### src/rtl/pll_reset_sequencer.sv
// PLL reset sequencer: drives PLL reset, waits for stable lock, releases sys_rst.
// Optional RUN lock-loss glitch filter enabled by defining PLL_LOCK_FILTER_EN.
module pll_reset_sequencer #(
  parameter int RST_CYCLES    = 16,
  parameter int LOCK_TIMEOUT  = 50000,
  parameter int STABLE_CYCLES = 1024,
  parameter int MAX_RETRY     = 3,
  parameter int CNT_W         = 20
`ifdef PLL_LOCK_FILTER_EN
  ,
  parameter int GLITCH_CYCLES = 4
`endif
) (
  input  logic       refclk,
  input  logic       rst,
  input  logic       pll_locked,
  input  logic       clr_stats,
  output logic       pll_rst,
  output logic       sys_rst,
  output logic       ready,
  output logic       fault,
  output logic [3:0] retry_cnt,
  output logic [7:0] relock_cnt
);

  typedef enum logic [2:0] {
    ASSERT,
    WAIT_LOCK,
    STABLE,
    RUN,
    FAULT
  } state_t;

  localparam logic [CNT_W-1:0] RST_LAST =
    CNT_W'(RST_CYCLES - 1);
  localparam logic [CNT_W-1:0] TMO_LAST =
    CNT_W'(LOCK_TIMEOUT - 1);
  localparam logic [CNT_W-1:0] STB_LAST =
    CNT_W'(STABLE_CYCLES - 1);
  localparam logic [3:0] RETRY_MAX = 4'(MAX_RETRY);

  state_t           state;
  state_t           nxt;
  logic [CNT_W-1:0] cnt;
  logic [CNT_W-1:0] cnt_nxt;
  logic [3:0]       retry_nxt;
  logic [7:0]       relock_nxt;
  logic             loss;
  logic             drop;
  logic             lk_m;
  logic             lk_s;

`ifdef PLL_LOCK_FILTER_EN
  localparam int GW = $clog2(GLITCH_CYCLES + 1);
  localparam logic [GW-1:0] G_LAST = GW'(GLITCH_CYCLES - 1);

  logic [GW-1:0] gcnt;
  logic [GW-1:0] gcnt_nxt;

  // RUN lock loss acts only on the GLITCH_CYCLES-th consecutive low cycle
  always_comb begin
    drop     = 1'b0;
    gcnt_nxt = '0;
    if (state == RUN && !lk_s) begin
      if (gcnt == G_LAST) begin
        drop = 1'b1;
      end else begin
        gcnt_nxt = gcnt + 1'b1;
      end
    end
  end

  // Glitch filter counter
  always_ff @(posedge refclk) begin
    if (rst) begin
      gcnt <= '0;
    end else begin
      gcnt <= gcnt_nxt;
    end
  end
`else
  // Any low synchronized lock cycle in RUN is a loss
  always_comb begin
    drop = !lk_s;
  end
`endif

  // Two-flop synchronizer for the asynchronous lock indicator
  always_ff @(posedge refclk) begin
    if (rst) begin
      lk_m <= 1'b0;
      lk_s <= 1'b0;
    end else begin
      lk_m <= pll_locked;
      lk_s <= lk_m;
    end
  end

  // Next state, shared counter and retry bookkeeping
  always_comb begin
    nxt       = state;
    cnt_nxt   = cnt + 1'b1;
    retry_nxt = retry_cnt;
    loss      = 1'b0;
    unique case (state)
      ASSERT: begin
        if (cnt == RST_LAST) begin
          nxt     = WAIT_LOCK;
          cnt_nxt = '0;
        end
      end
      WAIT_LOCK: begin
        if (lk_s) begin
          nxt     = STABLE;
          cnt_nxt = '0;
        end else if (cnt == TMO_LAST) begin
          cnt_nxt = '0;
          if (retry_cnt == RETRY_MAX) begin
            nxt = FAULT;
          end else begin
            nxt       = ASSERT;
            retry_nxt = retry_cnt + 1'b1;
          end
        end
      end
      STABLE: begin
        if (!lk_s) begin
          nxt     = WAIT_LOCK;
          cnt_nxt = '0;
        end else if (cnt == STB_LAST) begin
          nxt       = RUN;
          cnt_nxt   = '0;
          retry_nxt = '0;
        end
      end
      RUN: begin
        cnt_nxt = '0;
        if (drop) begin
          nxt  = ASSERT;
          loss = 1'b1;
        end
      end
      FAULT: begin
        cnt_nxt = '0;
      end
      default: begin
        nxt     = ASSERT;
        cnt_nxt = '0;
      end
    endcase
  end

  // Lock-loss statistics: clear beats a coincident increment
  always_comb begin
    relock_nxt = relock_cnt;
    if (clr_stats) begin
      relock_nxt = '0;
    end else if (loss && relock_cnt != 8'hFF) begin
      relock_nxt = relock_cnt + 1'b1;
    end
  end

  // State register with outputs decoded from the next state
  always_ff @(posedge refclk) begin
    if (rst) begin
      state      <= ASSERT;
      cnt        <= '0;
      retry_cnt  <= '0;
      relock_cnt <= '0;
      pll_rst    <= 1'b1;
      sys_rst    <= 1'b1;
      ready      <= 1'b0;
      fault      <= 1'b0;
    end else begin
      state      <= nxt;
      cnt        <= cnt_nxt;
      retry_cnt  <= retry_nxt;
      relock_cnt <= relock_nxt;
      pll_rst    <= (nxt == ASSERT) || (nxt == FAULT);
      sys_rst    <= (nxt != RUN);
      ready      <= (nxt == RUN);
      fault      <= (nxt == FAULT);
    end
  end

endmodule

### config.mk
export PLATFORM = sky130hd
export DESIGN_NAME = pll_reset_sequencer
export DESIGN_NICKNAME = d
export VERILOG_FILES = /design/src/rtl/pll_reset_sequencer.sv
export SDC_FILE = /design/constraint.sdc
export NUM_CORES = 1
export LEC_CHECK = 0
export BUFFER_PORTS_ARGS = -buffer_cell sky130_fd_sc_hd__buf_2
export CORE_ASPECT_RATIO = 1.75
export CORE_MARGIN = 4
export CORE_UTILIZATION = 61
export CTS_CLUSTER_DIAMETER = 50
export DETAILED_ROUTE_END_ITERATION = 7
export GPL_ROUTABILITY_DRIVEN = 0
export PLACE_DENSITY = 0.83
export SLEW_MARGIN = 15
export SYNTH_ARGS = -nofsm -noshare
export SYNTH_HDL_FRONTEND = slang
export SYNTH_SLANG_ARGS = --single-unit
export TNS_END_PERCENT = 20
### constraint.sdc
create_clock -name refclk -period 4.9 [get_ports refclk]
set_input_delay 0.49 -clock refclk [delete_from_list [all_inputs] [get_ports refclk]]
set_output_delay 0.49 -clock refclk [all_outputs]
set_load 0.01 [all_outputs]
# Yosys cells after proc, flatten, opt, wreduce, memory -nomap -nowiden
# Cells that the tools add are included.
# totals
out_inout_bits	16
reg_bits	41
# classes
muxes	22
eq_ne	17
n_addsub	3
reduce_logical	7
# ops
op	count
20-bit two-way mux	5
20-bit case mux with 3 select lines	1
3-bit two-way mux	7
20-bit by 1-bit adder with 20-bit output, second input constant	1
20-bit by 10-bit == test with 1-bit output, second input constant	1
20-bit by 16-bit == test with 1-bit output, second input constant	1
20-bit by 4-bit == test with 1-bit output, second input constant	1
4-bit two-way mux	5
3-bit case mux with 5 select lines	1
2-bit inequality test, second input constant	5
3-bit by 2-bit == test with 1-bit output, second input constant	3
8-bit by 1-bit adder with 8-bit output, second input constant	1
8-bit inequality test, second input constant	1
4-bit case mux with 2 select lines	1
3-bit == test, second input constant	2
3-bit zero test	2
6-bit AND reduction	1
4-bit by 1-bit adder with 4-bit output, second input constant	1
4-bit by 2-bit == test with 1-bit output, second input constant	1
3-bit by 1-bit == test with 1-bit output, second input constant	1
3-bit by 2-bit inequality test with 1-bit output, second input constant	1
1-bit two-way mux	2
2-bit nonzero test	1
2-bit OR reduction	1
2 further kinds	2

# Depth between registers and ports, before layout
# Gate-level depths: netlist of the first run.
# depth
word_depth	7
depth_mapped	7
ltp_nobuf	6

# Worst setup path after synthesis of the first run
# Ideal clock, no wire load.
# synth_timing
kind	register -> register
from	reg cnt[0]
to	reg retry_cnt[3]
path_slack_ns	2.745
required_time_ns	4.831
setup_ns	0.069
period_less_slack_ns	2.155
arrival_time_ns	2.086
n_path_buf	1
path_stages_with_launch	8
cell_sequence	dfxtp_1 -> ha_1 -> and3_1 -> nand4_1 -> or4_1 -> buf_2 -> or4_1 -> o21ai_1
# synth_via
elab_chain_len	3
# synth_rtl
element	line_no	text
start, declared	44	logic [CNT_W-1:0] cnt;
start signal, assigned	176	cnt <= cnt_nxt;
20-bit by 10-bit == test with 1-bit output / 20-bit by 16-bit == test with 1-bit output (equally long branches)	130, 116	
2-bit inequality test (no line)	n/a	
6-bit AND reduction (no line) (*)	n/a	
end signal, assigned	177	retry_cnt <= retry_nxt;
end, declared	22	output logic [3:0] retry_cnt,
# Mark *: on every way between the ends. The rest lies on a longest branch, timed or not.
# A chain may end at the register's enable or synchronous reset.

# Worst setup path in the final report of the first run
# layout_timing
from	reg cnt[0]
to	reg cnt[14]
# layout_via
elab_chain_len	4
# layout_rtl
element	line_no	text
20-bit by 1-bit adder with 20-bit output, or another cell as far along	102	cnt_nxt = cnt + 1'b1;
20-bit two-way mux (on tied branches)	130, 116	
20-bit two-way mux (on tied branches)	127, 113	
20-bit case mux with 3 select lines (*)	105	unique case (state)
# Marks and branches as above.

==> results.yml, run 1 <==
pwr:
  power.total_w: 0.000668
  p_leak_nw: 0.745
  ir_drop_v: 0.000328
  p_per_area_nw_per_um2: 324
global_route:
  met3_usage_pct: 4.82
  overflow: 0
  grtUsageMet2_pct: 44.0
  grt_pass1_wl_mm: 6.86
  use_met1_pct: 21.5
  grt_pass1_vias: 1602
  top_usage_layer: "met2"
  antenna_found_initial: 0
  grt_max_degree: 36
  track_usage_pct: 22.4
cells_and_area:
  layout_commonest_cell: "dfxtp_1"
  final_util_pct: 74.2
  fillers: 211
  n_antenna_cell: 0
  nets: 233
  design_area_um2: 2060
  layout-drive-gt1-share_pct: 14.1
  area_growth_pct: 14.0
  mostFrequentLayoutCells: "dfxtp_1, nor3_1, nand3_1"
sta:
  period_share_pct: 55.8
  rsz0062_at_grt: "no"
  fin_crit_ns: 2.74
  finalSetupViolCount: 0
  final_max_slew_viol_count: 0
  hold_ws_ns: 0.423
  clock_skew_ns: 0.00632
  finalSetupTns_ns: 0
  worst_slew_pin_slew_ns: 0.836
  slew_headroom_pct: 44.3
  fmax_ghz: 0.366
  hold_viol: 0
clocking:
  cts_tree: "done"
  cts.sinks: 41
  numCtsBuffers: 5
  cts-root-buf: "clkbuf_8"
  cts_setup_buffers: 0
  cts_buffer_depth: 2
  clk_latency_ns: 0.29
  h-tree-depth: 2
  ctsHoldBuffers: 0
  cts_resized: 0
  cts.clk_slew.worst_paths_ns: 0.07
synth:
  synth_top_area_cell: "dfxtp_1"
  synth_area_leaders: "dfxtp_1, nor3_1, xnor2_1"
  avgSynthCellArea_um2: 8.75
  synth_top_flop_cell: "dfxtp_1"
  synthArstFlopShare_pct: 0
  yosys.area.top_type_share_pct: 45.3
  ys_types: 38
  seq_area_frac_synth_pct: 45.3
  synth_edf_count: 0
  ys_ff_latch: 41
  netlist_instances: 207
  syn-cell-area_um2: 1810
  ys_warn_count: 0
  syn_nets: 214
worst_setup_path:
  critPathBufInv: 0
  arrival_ns: 2.88
  slowest_stage: "a311oi_4"
  cp.required_ns: 5.04
  crit_top_cell: "nor3_1"
  worstSetupStartpointType: "flop"
  crit_type: "reg2reg"
  crit_chain: "ha_1 > nand3_1 > nor3_1 > nand2_1 > a311oi_4 > nor3_1"
  slowest_delay_ns: 0.82
  cp-end-kind: "flop"
  critical-path-top-delay-family: "simple AND/OR/NAND/NOR gates"
  critical_path.max_fanout: 20
route:
  drc: 0
  wl_mm: 3.98
  postRouteAntennaNets: 0
  vias_per_cell: 6.13
  wl_per_cell_um: 15.7
  vias: 1558
  drtIter0Drc: 44
  dr.pass1.iters: 4
place:
  postPlaceCellArea_um2: 1920
  hpwl_mm: 2.85
  portBuffers: 19
hold_path:
  min_path_type: "in2reg"
run:
  max_cap_violations: 0
floorplan:
  core_um2: 2780
  dieWidth_um: 49.2
  die_h_um: 80.1
  die_area_um2: 3940
  initial_utilization_pct: 65.1
  io_pins: 20
  rows: 25
outcome:
  status: "finished clean"
## synth_stat cells, types with 4 or more instances
cell / instances
nor2_1: 20
a21oi_1: 4
nor3_1: 29
nand2_1: 5
xnor2_1: 13
xor2_1: 11
dfxtp_1: 41
inv_1: 6
nand4_1: 8
clkbuf_1: 5
nand3_1: 21
nor2b_1: 5
## path summary, 6_finish.rpt
path | from | end | slack, ns | cells after the start
max reg2reg | cnt[0]$_SDFF_PP0_ | cnt[14]$_SDFF_PP0_ | 2.16 | 6
min reg2reg | lk_m$_SDFF_PP0_ | lk_s$_SDFF_PP0_ | 0.44 | 1
max | cnt[0]$_SDFF_PP0_ | cnt[14]$_SDFF_PP0_ | 2.16 | 6
min | pll_locked | lk_m$_SDFF_PP0_ | 0.42 | 2
## stage by stage
| step | worst slack, ns | std cells |
|---|---|---|
| floorplan | 2.75 | 207 |
| global placement | 2.13 | 246 |
| detailed placement | 1.97 | 246 |
| CTS | 1.90 | 254 |
| global route | 1.88 | 254 |
| finish | 2.16 | 254 |
## worst register-to-register path, cell delays in order, from the launching register on
cell      delay [ns]
dfxtp_1         0.38
ha_1            0.22
nand3_1         0.14
nor3_1          0.69
nand2_1         0.21
a311oi_4        0.82
nor3_1          0.14
## layout make-up
class / count / area, um2 / area share [%]
Clock inverter: 3 / 65.1 / 3.15
Clock buffer: 5 / 68.8 / 3.33
Inverter: 6 / 22.5 / 1.09
Multi-Input combinational cell: 153 / 958 / 46.4
Timing Repair Buffer: 19 / 95.1 / 4.61
Tap cell: 27 / 33.8 / 1.64
Sequential cell: 41 / 821 / 39.8
## sequential cells by signal, summed over array words and instances, names as in the netlist
name and count:
lk_s 1, retry_cnt 4, sys_rst 1, relock_cnt 8, cnt 20, pll_rst 1
state 3, ready 1, fault 1, lk_m 1
## cells by family after synthesis
family,Yosys count,synth area share (%)
AND/OR/NAND/NOR,108,31.5
XOR/XNOR,24,11.6
AO/OA/AOI/OAI,17,6.22
buffers and inverters,13,2.76
multiplexers,1,0.553
adder cells (fa/ha/maj),3,2.07
flip-flops,41,45.3
## metal layers
metal | wire (um) | vias to the layer above
li1 | - | 771
met1 | 1460 | 741
met2 | 2300 | 37
met3 | 141 | 9
met4 | 81 | 0
met5 | 0 | -
## report_power, final
part / internal, W / switching (W)
sequential: 0.000336 / 0.00000271
combinational: 0.00000444 / 0.00000693
clock: 0.000202 / 0.000116
Power figures use the tool's default switching activity.
==> inputs of run 2 (changes only) <==
--- a/config.mk
+++ b/config.mk
@@ -8,11 +8,11 @@
 export BUFFER_PORTS_ARGS = -buffer_cell sky130_fd_sc_hd__buf_2
 export CORE_ASPECT_RATIO = 1.75
 export CORE_MARGIN = 4
-export CORE_UTILIZATION = 61
+export CORE_UTILIZATION = 57
 export CTS_CLUSTER_DIAMETER = 50
 export DETAILED_ROUTE_END_ITERATION = 7
 export GPL_ROUTABILITY_DRIVEN = 0
-export PLACE_DENSITY = 0.83
+export PLACE_DENSITY = 0.78
 export SLEW_MARGIN = 15
 export SYNTH_ARGS = -nofsm -noshare
 export SYNTH_HDL_FRONTEND = slang
==> constraint.sdc (replaced) <==
create_clock -name refclk -period 2.6 [get_ports refclk]
set_input_delay 0.26 -clock refclk [delete_from_list [all_inputs] [get_ports refclk]]
set_output_delay 0.26 -clock refclk [all_outputs]
set_load 0.01 [all_outputs]
==> run 2 against run 1 <==
  * Core utilization down 4.9 points
  * Combinational power up 89%
  * Sequential power up 88%
  * Clock power up 69%
  * Critical path depth unchanged
  * Power up 79%
  * Clock skew up 0.0010 ns
  * Count of clock-buffer cells in the layout up 1
  * Die area up 6.1%
==> results.yml, run 2 (synthesis gave the netlist of run 1 again) <==
sta:
  hold_viol: 0
  finalSetupTns_ns: 0
  fin_crit_ns: 2.40
  period_share_pct: 92.5
  final_max_slew_viol_count: 0
  finalSetupViolCount: 0
  final.setup.worst_slack_ns: 0.196
  worst_slew_pin_slew_ns: 0.767
  fmax_ghz: 0.416
  rsz0062_at_grt: "no"
  slew_headroom_pct: 48.8
  clock_skew_ns: 0.00733
  hold_ws_ns: 0.168
route:
  postRouteAntennaNets: 0
  wl_per_cell_um: 14.5
  wl_mm: 3.93
  drc: 0
  dr.pass1.iters: 4
  drtIter0Drc: 43
  vias_per_cell: 5.79
  vias: 1570
clocking:
  h-tree-depth: 2
  cts.sinks: 41
  cts.clk_slew.worst_paths_ns: 0.08
  cts_resized: 0
  cts_buffer_depth: 2
  clk_latency_ns: 0.30
  cts-root-buf: "clkbuf_8"
  cts_setup_buffers: 0
  cts_tree: "done"
  numCtsBuffers: 5
  ctsHoldBuffers: 0
place:
  portBuffers: 19
  dp_slack_ns: 0.232
  dp.cells: 263
  hpwl_mm: 2.94
global_route:
  grt_pass1_vias: 1571
  grt_max_degree: 36
  antenna_found_initial: 0
  overflow: 0
  grt_pass1_wl_mm: 6.97
  track_usage_pct: 22.0
pwr:
  p_per_area_nw_per_um2: 577
  p_leak_nw: 0.745
  ir_drop_v: 0.000843
  power.total_w: 0.00120
outcome:
  status: "finished clean"
floorplan:
  initial_utilization_pct: 60.5
  io_pins: 20
  dieWidth_um: 50.6
  die_h_um: 82.6
  die_area_um2: 4180
  rows: 26
  core_um2: 2990
worst_setup_path:
  rr_worst_depth: 6
  critPathBufInv: 0
  critical-path-top-delay-family: "simple AND/OR/NAND/NOR gates"
  crit_chain: "ha_1 > and3_1 > nand4_1 > or4_1 > or4_1 > o21ai_1"
  worstSetupStartpointType: "flop"
  crit_cells: 6
  slowest_delay_ns: 0.69
  r2r_slack_ns: 0.20
  rr_endpoint: "retry_cnt[3]$_SDFFE_PP0P_"
  crit_end: "retry_cnt[3]$_SDFFE_PP0P_"
  arrival_ns: 2.64
  cp-end-kind: "flop"
  crit_top_cell: "or4_1"
  cp.required_ns: 2.84
  rr_startpoint: "cnt[0]$_SDFF_PP0_"
  critical_path.max_fanout: 8
  crit_type: "reg2reg"
  startpoint: "cnt[0]$_SDFF_PP0_"
  slowest_stage: "or4_1"
run:
  max_cap_violations: 0
cells_and_area:
  mostFrequentLayoutCells: "dfxtp_1, nor3_1, nand3_1"
  fin_cells: 271
  largest-register: "cnt"
  n_antenna_cell: 0
  area_growth_pct: 14.4
  layout_commonest_cell: "dfxtp_1"
  nets: 235
  largest_register_ffs: 20
  layout-drive-gt1-share_pct: 14.8
  reg_top3: "cnt: 20 flops, relock_cnt: 8 flops, retry_cnt: 4 flops"
hold_path:
  min_path_type: "in2reg"
-- run 2: cell types whose count changed in the layout (fill, tap and decap cells not counted), sizes merged --
| cell | delta |
|---|---|
| bufinv | -1 |
| clkinv | -1 |
| clkbuf | +1 |
| buf | +2 |
| clkinvlp | +1 |
-- run 2: how the worst min path moves through the flow --
stage	startpoint	to	slack (ns)	depth (start not counted)
global placement	lk_m$_SDFF_PP0_	lk_s$_SDFF_PP0_	0.42	1
CTS	pll_locked	lk_m$_SDFF_PP0_	0.16	2
detailed placement	lk_m$_SDFF_PP0_	lk_s$_SDFF_PP0_	0.44	1
floorplan	pll_locked	lk_m$_SDFF_PP0_	0.39	1
global route	pll_locked	lk_m$_SDFF_PP0_	0.18	2
finish	pll_locked	lk_m$_SDFF_PP0_	0.17	2
-- run 2: layout make-up --
cell class	count	area (um2)
Clock buffer	6	82.6
Clock inverter	2	37.5
Sequential cell	41	821
Timing Repair Buffer	21	110
Multi-Input combinational cell	153	947
Tap cell	42	52.6
Fill cell	250	920
Inverter	6	22.5
-- run 2: per-stage QoR --
| stage | util, % | cell area [um2] |
|---|---|---|
| floorplan | - | 1810 |
| global placement | 65.3 | 1950 |
| detailed placement | 65.3 | 1950 |
| CTS | 69.3 | 2070 |
| global route | 69.3 | 2070 |
| finish | 69.3 | 2070 |
-- run 2: routing by layer --
metal | global-route usage [%] | up-vias | wire length [um]
li1 | - | 778 | -
met1 | 20.5 | 733 | 1350
met2 | 43.3 | 45 | 2260
met3 | 5.03 | 14 | 171
met4 | 11.3 | 0 | 136
met5 | 0 | - | 0
-- run 2: where the power goes --
group          internal, W  switching (W)   total, W
registers         0.000633     0.00000507   0.000638
logic           0.00000844      0.0000132  0.0000216
clock network     0.000312       0.000224   0.000536
total             0.000953       0.000242    0.00120
==> inputs of run 3 (changes only) <==
==> constraint.sdc (replaced) <==
create_clock -name refclk -period 2.63 [get_ports refclk]
set_input_delay 0.263 -clock refclk [delete_from_list [all_inputs] [get_ports refclk]]
set_output_delay 0.263 -clock refclk [all_outputs]
set_load 0.01 [all_outputs]
==> run 3 against run 2 <==
  * Via count is 0.25% lower
  * Hold slack better by 0.0067 ns
  * Sequential power down 1%
  * Fmax increased by 0.19%
  * Flip-flop and latch count unchanged
  * Clock skew increased by 0.0031 ns
  * Power down 1.4%
  * Non-clock buffer count is the same
  * Cell count is the same
  * Largest cell class unchanged
  * Largest power group unchanged
==> results.yml, run 3 (synthesis gave the netlist of run 1 again) <==
route:
  drc: 0
  drtIter0Drc: 30
  wl_mm: 3.99
  wl_per_cell_um: 14.7
  vias_per_cell: 5.78
  postRouteAntennaNets: 0
  vias: 1566
  dr.pass1.iters: 4
pwr:
  ir_drop_v: 0.000453
  p_per_area_nw_per_um2: 569
  p_leak_nw: 0.745
global_route:
  track_usage_pct: 22.5
  grt_max_degree: 36
  grt_pass1_vias: 1597
  grt_pass1_wl_mm: 7.04
  antenna_found_initial: 0
  overflow: 0
floorplan:
  die_area_um2: 4180
  rows: 26
  initial_utilization_pct: 60.5
  die_h_um: 82.6
  core_um2: 2990
  io_pins: 20
  dieWidth_um: 50.6
clocking:
  clk_latency_ns: 0.30
  cts.sinks: 41
  cts_tree: "done"
  h-tree-depth: 2
  numCtsBuffers: 5
  cts_buffer_depth: 2
  cts_setup_buffers: 0
  cts_resized: 0
  ctsHoldBuffers: 0
  cts-root-buf: "clkbuf_8"
  cts.clk_slew.worst_paths_ns: 0.08
sta:
  finalSetupTns_ns: 0
  period_share_pct: 91.2
  hold_viol: 0
  fin_crit_ns: 2.40
  fmax_ghz: 0.417
  clock_skew_ns: 0.0104
  rsz0062_at_grt: "no"
  worst_slew_pin_slew_ns: 0.747
  slew_headroom_pct: 50.1
  hold_ws_ns: 0.175
  final_max_slew_viol_count: 0
  finalSetupViolCount: 0
cells_and_area:
  fin_cells: 271
  n_antenna_cell: 0
  area_growth_pct: 14.4
  layout-drive-gt1-share_pct: 14.8
  fillers: 267
  reg_top3: "cnt: 20 flops, relock_cnt: 8 flops, retry_cnt: 4 flops"
  layout_commonest_cell: "dfxtp_1"
  nets: 235
  multiInputGateArea_um2: 947
  largest_register_ffs: 20
  largest-register: "cnt"
  sequential_cell_area_um2: 821
  mostFrequentLayoutCells: "dfxtp_1, nor3_1, nand3_1"
outcome:
  status: "finished clean"
worst_setup_path:
  worstSetupStartpointType: "flop"
  arrival_ns: 2.64
  crit_type: "reg2reg"
  critical_path.max_fanout: 8
  rr_worst_depth: 6
  cp.required_ns: 2.87
  cp-end-kind: "flop"
place:
  portBuffers: 19
  dp.cells: 263
  hpwl_mm: 2.96
run:
  max_cap_violations: 0
hold_path:
  hold_path_depth: 2
  min_path_type: "in2reg"
## run 3: metrics by stage
| step | total power [W] | instance area [um2] | setup slack [ns] | utilization, % |
|---|---|---|---|---|
| floorplan | 0.000660 | 1810 | 0.475 | - |
| global placement | 0.000665 | 1950 | 0.375 | 65.3 |
| detailed placement | 0.000668 | 1950 | 0.252 | 65.3 |
| CTS | 0.00119 | 2070 | 0.216 | 69.3 |
| global route | 0.00122 | 2070 | 0.0668 | 69.3 |
| finish | 0.00118 | 2070 | 0.231 | 69.3 |
## run 3: report_power, final
part / leakage (nW) / switching (W) / internal [W]
combinational: 0.356 / 0.0000132 / 0.00000842
clock: 0.0574 / 0.000219 / 0.000308
sequential: 0.331 / 0.00000499 / 0.000626
total: 0.745 / 0.000237 / 0.000943
## run 3: worst max-delay path, stage by stage, from the launching register on
cell,delay [ns]
dfxtp_1,0.38
ha_1,0.22
and3_1,0.23
nand4_1,0.21
or4_1,0.69
or4_1,0.52
o21ai_1,0.09
## run 3: layer usage
metal / share of wire (%) / global-route usage (%) / wire length, um
met2: 58 / 43.8 / 2330
met4: 3.2 / 12.9 / 127
met5: 0 / 0 / 0
met3: 3.1 / 5.03 / 123
met1: 35 / 21.0 / 1410
## run 3: path summary, 6_finish.rpt
path,slack [ns],endpoint,startpoint
max,0.23,retry_cnt[3]$_SDFFE_PP0P_,cnt[0]$_SDFF_PP0_
max reg2reg,0.23,retry_cnt[3]$_SDFFE_PP0P_,cnt[0]$_SDFF_PP0_
min,0.17,lk_m$_SDFF_PP0_,pll_locked
min reg2reg,0.44,lk_s$_SDFF_PP0_,lk_m$_SDFF_PP0_
## run 3: layout make-up
type | instances | share of cell area (%)
well taps | 42 | 2.53
flip-flops and latches | 41 | 39.6
clock inverters | 2 | 1.81
inverters | 6 | 1.09
repair buffers | 21 | 5.31
clock buffers | 6 | 3.98
multi-input cells | 153 | 45.7
